<file path="src/rtl/alu_bit_serial_sequencer.sv">
// alu_bit_serial_sequencer
// Drives an external one-bit ALU slice LSB-first to execute a WIDTH-bit
// ALU operation, chaining the slice carry-out back as the next carry-in.
//
// Ports:
//   clk, rst_n                  clock, synchronous active-low reset
//   req_valid/req_ready         request handshake
//   req_op, req_a, req_b        op code and operands
//   alu_ctrl, alu_a, alu_b,     slice drive: control word, operand bits,
//   alu_cin                     carry-in (all zero outside RUN)
//   alu_result, alu_cout        slice combinational outputs
//   resp_valid/resp_ready       response handshake
//   resp_result, resp_zero,     final result and flags
//   resp_overflow, resp_carry,
//   resp_err
//   busy                        high while the slice is being sequenced
module alu_bit_serial_sequencer #(
  parameter int unsigned WIDTH = 32
) (
  input  logic             clk,
  input  logic             rst_n,
  input  logic             req_valid,
  output logic             req_ready,
  input  logic [3:0]       req_op,
  input  logic [WIDTH-1:0] req_a,
  input  logic [WIDTH-1:0] req_b,
  output logic [3:0]       alu_ctrl,
  output logic             alu_a,
  output logic             alu_b,
  output logic             alu_cin,
  input  logic             alu_result,
  input  logic             alu_cout,
  output logic             resp_valid,
  input  logic             resp_ready,
  output logic [WIDTH-1:0] resp_result,
  output logic             resp_zero,
  output logic             resp_overflow,
  output logic             resp_carry,
  output logic             resp_err,
  output logic             busy
);

  localparam int unsigned CNT_W = (WIDTH > 1) ? $clog2(WIDTH) : 1;
  localparam logic [CNT_W-1:0] CNT_LAST = CNT_W'(WIDTH - 1);

  localparam logic [3:0] OP_AND   = 4'b0000;
  localparam logic [3:0] OP_OR    = 4'b0001;
  localparam logic [3:0] OP_ADD   = 4'b0010;
  localparam logic [3:0] OP_PASSB = 4'b0011;
  localparam logic [3:0] OP_SUB   = 4'b0110;
  localparam logic [3:0] OP_SLT   = 4'b0111;
  localparam logic [3:0] OP_NOR   = 4'b1100;

  typedef enum logic [1:0] {
    ST_IDLE = 2'd0,
    ST_RUN  = 2'd1,
    ST_DONE = 2'd2
  } state_e;

  state_e             state_q, state_d;
  logic [CNT_W-1:0]   cnt_q, cnt_d;
  logic [WIDTH-1:0]   a_sh_q, a_sh_d;
  logic [WIDTH-1:0]   b_sh_q, b_sh_d;
  logic [WIDTH-1:0]   res_q, res_d;
  logic               carry_q, carry_d;
  logic [3:0]         ctrl_q, ctrl_d;
  logic [3:0]         op_q, op_d;
  logic               ovf_q, ovf_d;
  logic               fcarry_q, fcarry_d;
  logic               zero_q, zero_d;
  logic               err_q, err_d;

  // Op decode: slice control word, initial carry-in, supported flag
  logic [3:0] dec_ctrl;
  logic       dec_cin;
  logic       dec_ok;

  always_comb begin
    dec_ctrl = 4'b0000;
    dec_cin  = 1'b0;
    dec_ok   = 1'b1;
    case (req_op)
      OP_AND:   dec_ctrl = 4'b0000;
      OP_OR:    dec_ctrl = 4'b0001;
      OP_ADD:   dec_ctrl = 4'b0010;
      OP_SUB:   begin dec_ctrl = 4'b0110; dec_cin = 1'b1; end
      OP_SLT:   begin dec_ctrl = 4'b0110; dec_cin = 1'b1; end
      OP_NOR:   dec_ctrl = 4'b1100;
      OP_PASSB: dec_ctrl = 4'b0011;
      default:  dec_ok   = 1'b0;
    endcase
  end

  // Flag qualifiers from the captured op
  logic op_is_addsub;
  logic op_is_arith;
  logic op_is_slt;

  always_comb begin
    op_is_addsub = (op_q == OP_ADD) || (op_q == OP_SUB);
    op_is_slt    = (op_q == OP_SLT);
    op_is_arith  = op_is_addsub || op_is_slt;
  end

  // Slice drive and status outputs decoded straight from state flops
  always_comb begin
    req_ready     = rst_n && (state_q == ST_IDLE);
    busy          = (state_q == ST_RUN);
    resp_valid    = (state_q == ST_DONE);
    alu_ctrl      = busy ? ctrl_q    : 4'b0000;
    alu_a         = busy & a_sh_q[0];
    alu_b         = busy & b_sh_q[0];
    alu_cin       = busy & carry_q;
    resp_result   = res_q;
    resp_zero     = zero_q;
    resp_overflow = ovf_q;
    resp_carry    = fcarry_q;
    resp_err      = err_q;
  end

  // Next-state and datapath update
  logic             msb_ovf;
  logic [WIDTH-1:0] res_shift;

  always_comb begin
    state_d   = state_q;
    cnt_d     = cnt_q;
    a_sh_d    = a_sh_q;
    b_sh_d    = b_sh_q;
    res_d     = res_q;
    carry_d   = carry_q;
    ctrl_d    = ctrl_q;
    op_d      = op_q;
    ovf_d     = ovf_q;
    fcarry_d  = fcarry_q;
    zero_d    = zero_q;
    err_d     = err_q;
    msb_ovf   = alu_cin ^ alu_cout;
    res_shift = {alu_result, res_q[WIDTH-1:1]};

    case (state_q)
      ST_IDLE: begin
        if (req_valid && req_ready) begin
          a_sh_d   = req_a;
          b_sh_d   = req_b;
          op_d     = req_op;
          ctrl_d   = dec_ctrl;
          carry_d  = dec_cin;
          cnt_d    = '0;
          res_d    = '0;
          ovf_d    = 1'b0;
          fcarry_d = 1'b0;
          zero_d   = 1'b0;
          err_d    = 1'b0;
          if (dec_ok) begin
            state_d = ST_RUN;
          end else begin
            // Unsupported op completes immediately with an error response
            err_d   = 1'b1;
            zero_d  = 1'b1;
            state_d = ST_DONE;
          end
        end
      end

      ST_RUN: begin
        res_d   = res_shift;
        a_sh_d  = a_sh_q >> 1;
        b_sh_d  = b_sh_q >> 1;
        carry_d = alu_cout;
        cnt_d   = cnt_q + CNT_W'(1);
        if (cnt_q == CNT_LAST) begin
          // MSB cycle: slice sum bit is the sign, cin^cout is signed overflow
          if (op_is_slt) begin
            res_d = WIDTH'(alu_result ^ msb_ovf);
          end
          ovf_d    = op_is_arith & msb_ovf;
          fcarry_d = op_is_addsub & alu_cout;
          zero_d   = (res_d == '0);
          cnt_d    = '0;
          state_d  = ST_DONE;
        end
      end

      ST_DONE: begin
        if (resp_ready) begin
          state_d = ST_IDLE;
        end
      end

      default: begin
        state_d = ST_IDLE;
      end
    endcase
  end

  // State register with synchronous active-low reset
  always_ff @(posedge clk) begin
    if (!rst_n) begin
      state_q  <= ST_IDLE;
      cnt_q    <= '0;
      a_sh_q   <= '0;
      b_sh_q   <= '0;
      res_q    <= '0;
      carry_q  <= 1'b0;
      ctrl_q   <= 4'b0000;
      op_q     <= 4'b0000;
      ovf_q    <= 1'b0;
      fcarry_q <= 1'b0;
      zero_q   <= 1'b0;
      err_q    <= 1'b0;
    end else begin
      state_q  <= state_d;
      cnt_q    <= cnt_d;
      a_sh_q   <= a_sh_d;
      b_sh_q   <= b_sh_d;
      res_q    <= res_d;
      carry_q  <= carry_d;
      ctrl_q   <= ctrl_d;
      op_q     <= op_d;
      ovf_q    <= ovf_d;
      fcarry_q <= fcarry_d;
      zero_q   <= zero_d;
      err_q    <= err_d;
    end
  end

endmodule

</file>
<file path="config.mk">
export PLATFORM = sky130hd
export DESIGN_NAME = alu_bit_serial_sequencer
export DESIGN_NICKNAME = d
export VERILOG_FILES = /design/src/rtl/alu_bit_serial_sequencer.sv
export SDC_FILE = /design/constraint.sdc
export NUM_CORES = 1
export LEC_CHECK = 0
export CAP_MARGIN = 15
export CELL_PAD_IN_SITES_DETAIL_PLACEMENT = 1
export CELL_PAD_IN_SITES_GLOBAL_PLACEMENT = 2
export CORE_UTILIZATION = 29
export CTS_CLUSTER_DIAMETER = 100
export DETAILED_ROUTE_END_ITERATION = 8
export GPL_ROUTABILITY_DRIVEN = 0
export GPL_TIMING_DRIVEN = 0
export PLACE_DENSITY_LB_ADDON = 0.15
export SLEW_MARGIN = 20
export SYNTH_ARGS = -nofsm -noshare
export SYNTH_HDL_FRONTEND = slang
export SYNTH_SLANG_ARGS = --single-unit
</file>
<file path="constraint.sdc">
create_clock -name clk -period 2.3 [get_ports clk]
set_input_delay 0.69 -clock clk [delete_from_list [all_inputs] [get_ports clk]]
set_output_delay 0.69 -clock clk [all_outputs]
set_load 0.1 [all_outputs]
</file>
== Yosys cells after proc, flatten, opt, wreduce, memory -nomap -nowiden ==
Index checks and enable logic that the tools add are counted.

* Flip-flop bits (word level): 116
* Bits in latches: 0
* Bits in writable memories: 0
* Memory bits (read-only): 0
* Input port bits: 74
* Output and inout port bits: 46
* Word-level logic and storage cells: 82
* Memories kept: 0

* Add/sub/neg operators: 1
* Multipliers: 0
* Div/mod/pow operators: 0
* Order comparisons: 0
* Equal/unequal tests: 15
* Shift-type cells: 0
* Muxes and demuxes: 33
* Bitwise operators: 7
* Reductions and logical operators: 14

{| class="wikitable"
|+ Operators by type and width
! kind !! count
|-
| $mux W32 || 7
|-
| $pmux W32 S2 || 3
|-
| $logic_not A32 Y1 || 1
|-
| $pmux W4 S5 || 1
|-
| $eq A4 B3 Y1 const B || 4
|-
| $eq A4 B2 Y1 const B || 3
|-
| $mux W5 || 2
|-
| $pmux W5 S2 || 1
|-
| $mux W1 || 9
|-
| $mux W2 || 4
|-
| $pmux W1 S2 || 4
|-
| $reduce_or A7 Y1 || 1
|-
| $ne A2 B1 Y1 const B || 3
|-
| $pmux W2 S3 || 1
|-
| $reduce_and A3 Y1 || 2
|-
| $add A5 B1 Y5 const B || 1
|-
| $and A1 B1 Y1 || 5
|-
| $eq A5 B5 Y1 const B || 1
|-
| $eq A4 B1 Y1 const B || 1
|-
| $eq A4 B4 Y1 const B || 1
|-
| $logic_not A4 Y1 || 1
|-
| $mux W4 || 1
|-
| $reduce_and A2 Y1 || 2
|-
| $eq A2 B1 Y1 const B || 1
|-
| other kinds (7) || 10
|}

== Depth between registers and ports, before layout ==
* Depth after elaboration: 10
* Gate-level depth with buffers: 8
* Gate-level depth less buffers: 7

== Worst setup path before layout ==
Ideal clock, no wire load.

* Kind: reg2out
* Start: register state_q[0]
* End: output port alu_a
* Data arrival time: 2.547 ns
* Required time: 1.610 ns
* Path slack: -0.937 ns
* Stages on the path, launching flop included: 6
* Buffers on the path: 2
* Cells stage by stage: dfxtp_1 nand2b_1 buf_2 inv_1 clkbuf_1 and2_1

* Word-level cells in the longest chain between the ends: 2

{| class="wikitable"
|+ Ends and longest elaborated chain
! what !! RTL line !! text
|-
| start: declaration || 60 || <nowiki>state_e state_q, state_d;</nowiki>
|-
| start signal: assignment || 213 || <nowiki>state_q <= state_d;</nowiki>
|-
| $eq A2 B1 Y1 || 108 || <nowiki>busy = (state_q == ST_RUN);</nowiki>
|-
| net busy || 40 || <nowiki>output logic busy</nowiki>
|-
| $and A1 B1 Y1 || 111 || <nowiki>alu_a = busy & a_sh_q[0];</nowiki>
|-
| end: declaration || 28 || <nowiki>output logic alu_a,</nowiki>
|}

The timed path passes the listed nets, and every way through them passes these cells.

== Worst setup path in the final report ==
* Start: register state_q[1]
* End: output port alu_cin

* Word-level cells in the longest chain between the ends: 2

{| class="wikitable"
|+ Ends and longest elaborated chain
! what !! RTL line !! text
|-
| $eq A2 B1 Y1 || 108 ||
|-
| $and A1 B1 Y1 || 113 || <nowiki>alu_cin = busy & carry_q;</nowiki>
|-
| end: declaration || 30 || <nowiki>output logic alu_cin,</nowiki>
|}

Every way passes these cells.

==> flow_metrics.py <==
metrics = {
    "critical_path": {
        "cp-start-kind": "flip-flop",
        "end_kind": "primary output",
        "r2r_start": "cnt_q[0]",
        "crit_buf_inv": 4,
        "critPathKind": "flip-flop to primary output",
        "rr_endpoint": "resp_result[2]",
        "cp_top_family": "buffers and inverters",
        "reg2reg_slack_ps": 220,
        "crit_slowest_cell": "dfxtp_4",
        "reg2regPathDepth": 8,
        "required_ps": 1610,
        "cp.depth": 6,
        "path_max_fanout": 4,
        "cp_cell_sequence": "nand2b_4, buf_6, inv_4, clkbuf_8, and2_4, buf_12",
        "cp.arrival_ps": 1560,
        "cpPeakStageDelay_ps": 360,
    },
    "die": {
        "ios": 120,
        "chipWidth_um": 135,
        "start_util": 0.297,
        "num_rows": 48,
        "die_h_um": 135,
        "dieArea_sq_mm": 0.0182,
        "core_sq_mm": 0.0172,
    },
    "drt": {
        "vias": 4946,
        "vias_per_cell": 5.01,
        "drt-total-wl_mm": 16.3,
        "routedWlPerCell_um": 16.5,
        "dr.pass1.iters": 4,
        "postRouteAntennaNets": 0,
        "drt_iter0_markers": 145,
        "drc_errors": 0,
    },
    "placed_design": {
        "port_buffers": 119,
        "dp_hpwl_mm": 11.3,
        "dp.cells": 950,
    },
    "synthesis": {
        "synth_top_area_share": 0.454,
        "synth_fa_ha_area_frac": 0.00489,
        "synthTopCellsByArea": "dfxtp_1 (45%), nand2_1 (11%), nor2_1 (7.4%)",
        "synth_top_family_by_area": "simple AND/OR/NAND/NOR gates",
        "synthXorXnorAreaFrac": 0.00342,
        "ys_async_sr_fraction": 0,
        "synth.most_common_cell": "nand2_1",
        "synth_cells": 606,
        "synth_seq_cells": 116,
        "synth_area_sq_mm": 0.00511,
        "synth_mux_area_frac": 0.00978,
        "syn_area_per_cell_sq_um": 8.44,
        "synthSimpleGateAreaFrac": 0.251,
        "synth_area_leader_cell": "dfxtp_1",
        "synth.top_cells.by_count": "nand2_1 (147), dfxtp_1 (116), nor2_1 (101)",
        "ys_warn_count": 0,
        "synth_ff_type": "dfxtp_1",
        "yosysSeqAreaShare": 0.454,
        "synth.distinct_cells": 41,
        "synth_compound_area_frac": 0.215,
        "synth_fp_nets": 682,
        "synth_edf_count": 0,
    },
    "sta": {
        "period_minus_slack_ps": 2250,
        "fmax_mhz": 444,
        "drv_slew": 0,
        "maxSlewHeadroom": 0.525,
        "setup_viol": 0,
        "skew_ps": 7.28,
        "period_share": 0.979,
        "hold_violations": 0,
        "tightest_slew_ps": 713,
    },
    "global_routing": {
        "met3_usage": 0.0450,
        "grt-ovfl-total": 0,
        "grt_pass1_vias": 5235,
        "grtUsageMet2": 0.314,
        "antenna_found_initial": 0,
        "grt_pass1_wl_mm": 26.7,
        "grt_usage": 0.188,
        "met1_usage": 0.242,
        "busiest_layer": "met2",
        "grt_max_degree": 17,
    },
    "final_layout": {
        "nFillCells": 2016,
        "drive_gt1_frac": 0.212,
        "final_net_count": 826,
        "antenna_cells": 0,
        "area_growth_pct": 44.9,
        "finalNonFillerCells": 988,
    },
    "cts": {
        "cts_root_buffer": "clkbuf_16",
        "clk_path_buf_depth": 2,
        "worstSkewPairLatency_ps": 410,
        "clkTransAtPathRegs_ps": 60,
        "tritoncts": "built",
        "htreeDepth": 4,
        "clock-sinks": 116,
        "numCtsBuffers": 17,
        "cts_hold_buf": 0,
    },
    "pwr": {
        "power_density_mw_per_mm2": 777,
        "ir_drop_v": 0.000485,
        "p_total_mw": 5.76,
        "leakagePower_nw": 2.74,
    },
    "outcome": {
        "status": "completed",
    },
    "hold_path": {
        "hold_depth": 2,
        "min_from": "ctrl_q[3]",
        "hold_path_end": "ctrl_q[3]",
        "hp-class": "flip-flop to flip-flop",
    },
    "job": {
        "cap_violations": 0,
    },
}
[metrics by stage]
stage               worst slack (ps)  hold WS [ps]  utilization  instance area (sq um)  setup TNS (ps)
finish                          48.0           454        0.430                   7410               0
global route                   -2.47           473        0.430                   7410           -3.48
CTS                             1.03           460        0.429                   7390               0
detailed placement             -1010           451        0.383                   6610          -42900
global placement               -1010           439        0.383                   6610          -38450
floorplan                       32.9           414            -                   5130               0
[layout by cell type, fill, tap and decap left out, types with 3 or more instances in the layout]
cell / instances
nand2_1: 147
dfxtp_1: 114
nor2_1: 100
clkdlybuf4s50_1: 72
a311oi_1: 39
clkdlybuf4s15_2: 33
a22oi_1: 31
a311oi_2: 24
buf_2: 22
a21oi_1: 18
clkbuf_1: 17
clkbuf_16: 17
buf_6: 9
nand3_1: 9
nor4_1: 9
buf_4: 8
buf_12: 8
and2_4: 7
clkinvlp_4: 6
mux2i_1: 5
o21ai_0: 5
nor3_1: 4
clkinv_4: 4
nand2b_1: 3
nand3b_1: 3
bufinv_16: 3
clkbuf_2: 3
[what timing repair did]
item                                    CTS  global route
pin swaps                                 2             1
buffers inserted                          4             1
resized for setup                       203             6
endpoints found under the setup margin   47            18
cloned                                    1             0
[worst max-delay path by stage]
stage,startpoint,end,slack (ps)
after global placement,rst_n,req_ready,-1010
final,state_q[1],alu_cin,50
after global routing,state_q[1],alu_cin,-2
after detailed placement,rst_n,req_ready,-1010
after floorplan,state_q[0],alu_a,30
after CTS,resp_zero,resp_zero,1
[kinds of logic (layout without fill, tap and decap cells)]
group | Yosys count | count (layout)
DFF | 116 | 116
muxes | 5 | 5
adders and majority gates | 2 | 2
xor gates and xnor gates | 2 | 2
and+or+nand+nor | 300 | 300
buffers and inverters | 58 | 215
AOI/OAI and AO/OA | 123 | 123
[worst min-delay path, delay by kind of cell, from the launching register on]
kind             cells  cell delay (ps)
AO/OA/AOI/OAI        1               50
flip-flops           1              310
AND/OR/NAND/NOR      1               50
[routing by layer]
layer / up-vias / wire length [um]
li1: 2420 / -
met1: 2418 / 7650
met2: 95 / 7790
met3: 13 / 611
met4: 0 / 199
met5: - / 0
[power by group]
group | internal (mW) | switching (mW) | leakage, nW
sequential | 2.14 | 0.0785 | 0.948
combinational | 0.353 | 0.469 | 1.51
clock | 1.71 | 1.01 | 0.278
total | 4.20 | 1.56 | 2.74
[flip-flops by register name, indices dropped and copies added (netlist names), 2 cells and up]
| name | cells |
|---|---|
| a_sh_q | 32 |
| cnt_q | 5 |
| resp_result | 32 |
| b_sh_q | 32 |
| op_q | 4 |
| state_q | 2 |
| ctrl_q | 4 |
[area by class of cell]
class | instances | area [sq um] | area share
Buffer | 53 | 317 | 0.0427
Timing Repair Buffer | 125 | 1350 | 0.182
Multi-Input combinational cell | 432 | 2500 | 0.338
Tap cell | 225 | 282 | 0.0380
Sequential cell | 116 | 2330 | 0.314
Clock inverter | 15 | 184 | 0.0248
Inverter | 5 | 21.3 | 0.00287
Clock buffer | 17 | 425 | 0.0574
Note: power is estimated with default switching activity, not from simulation.
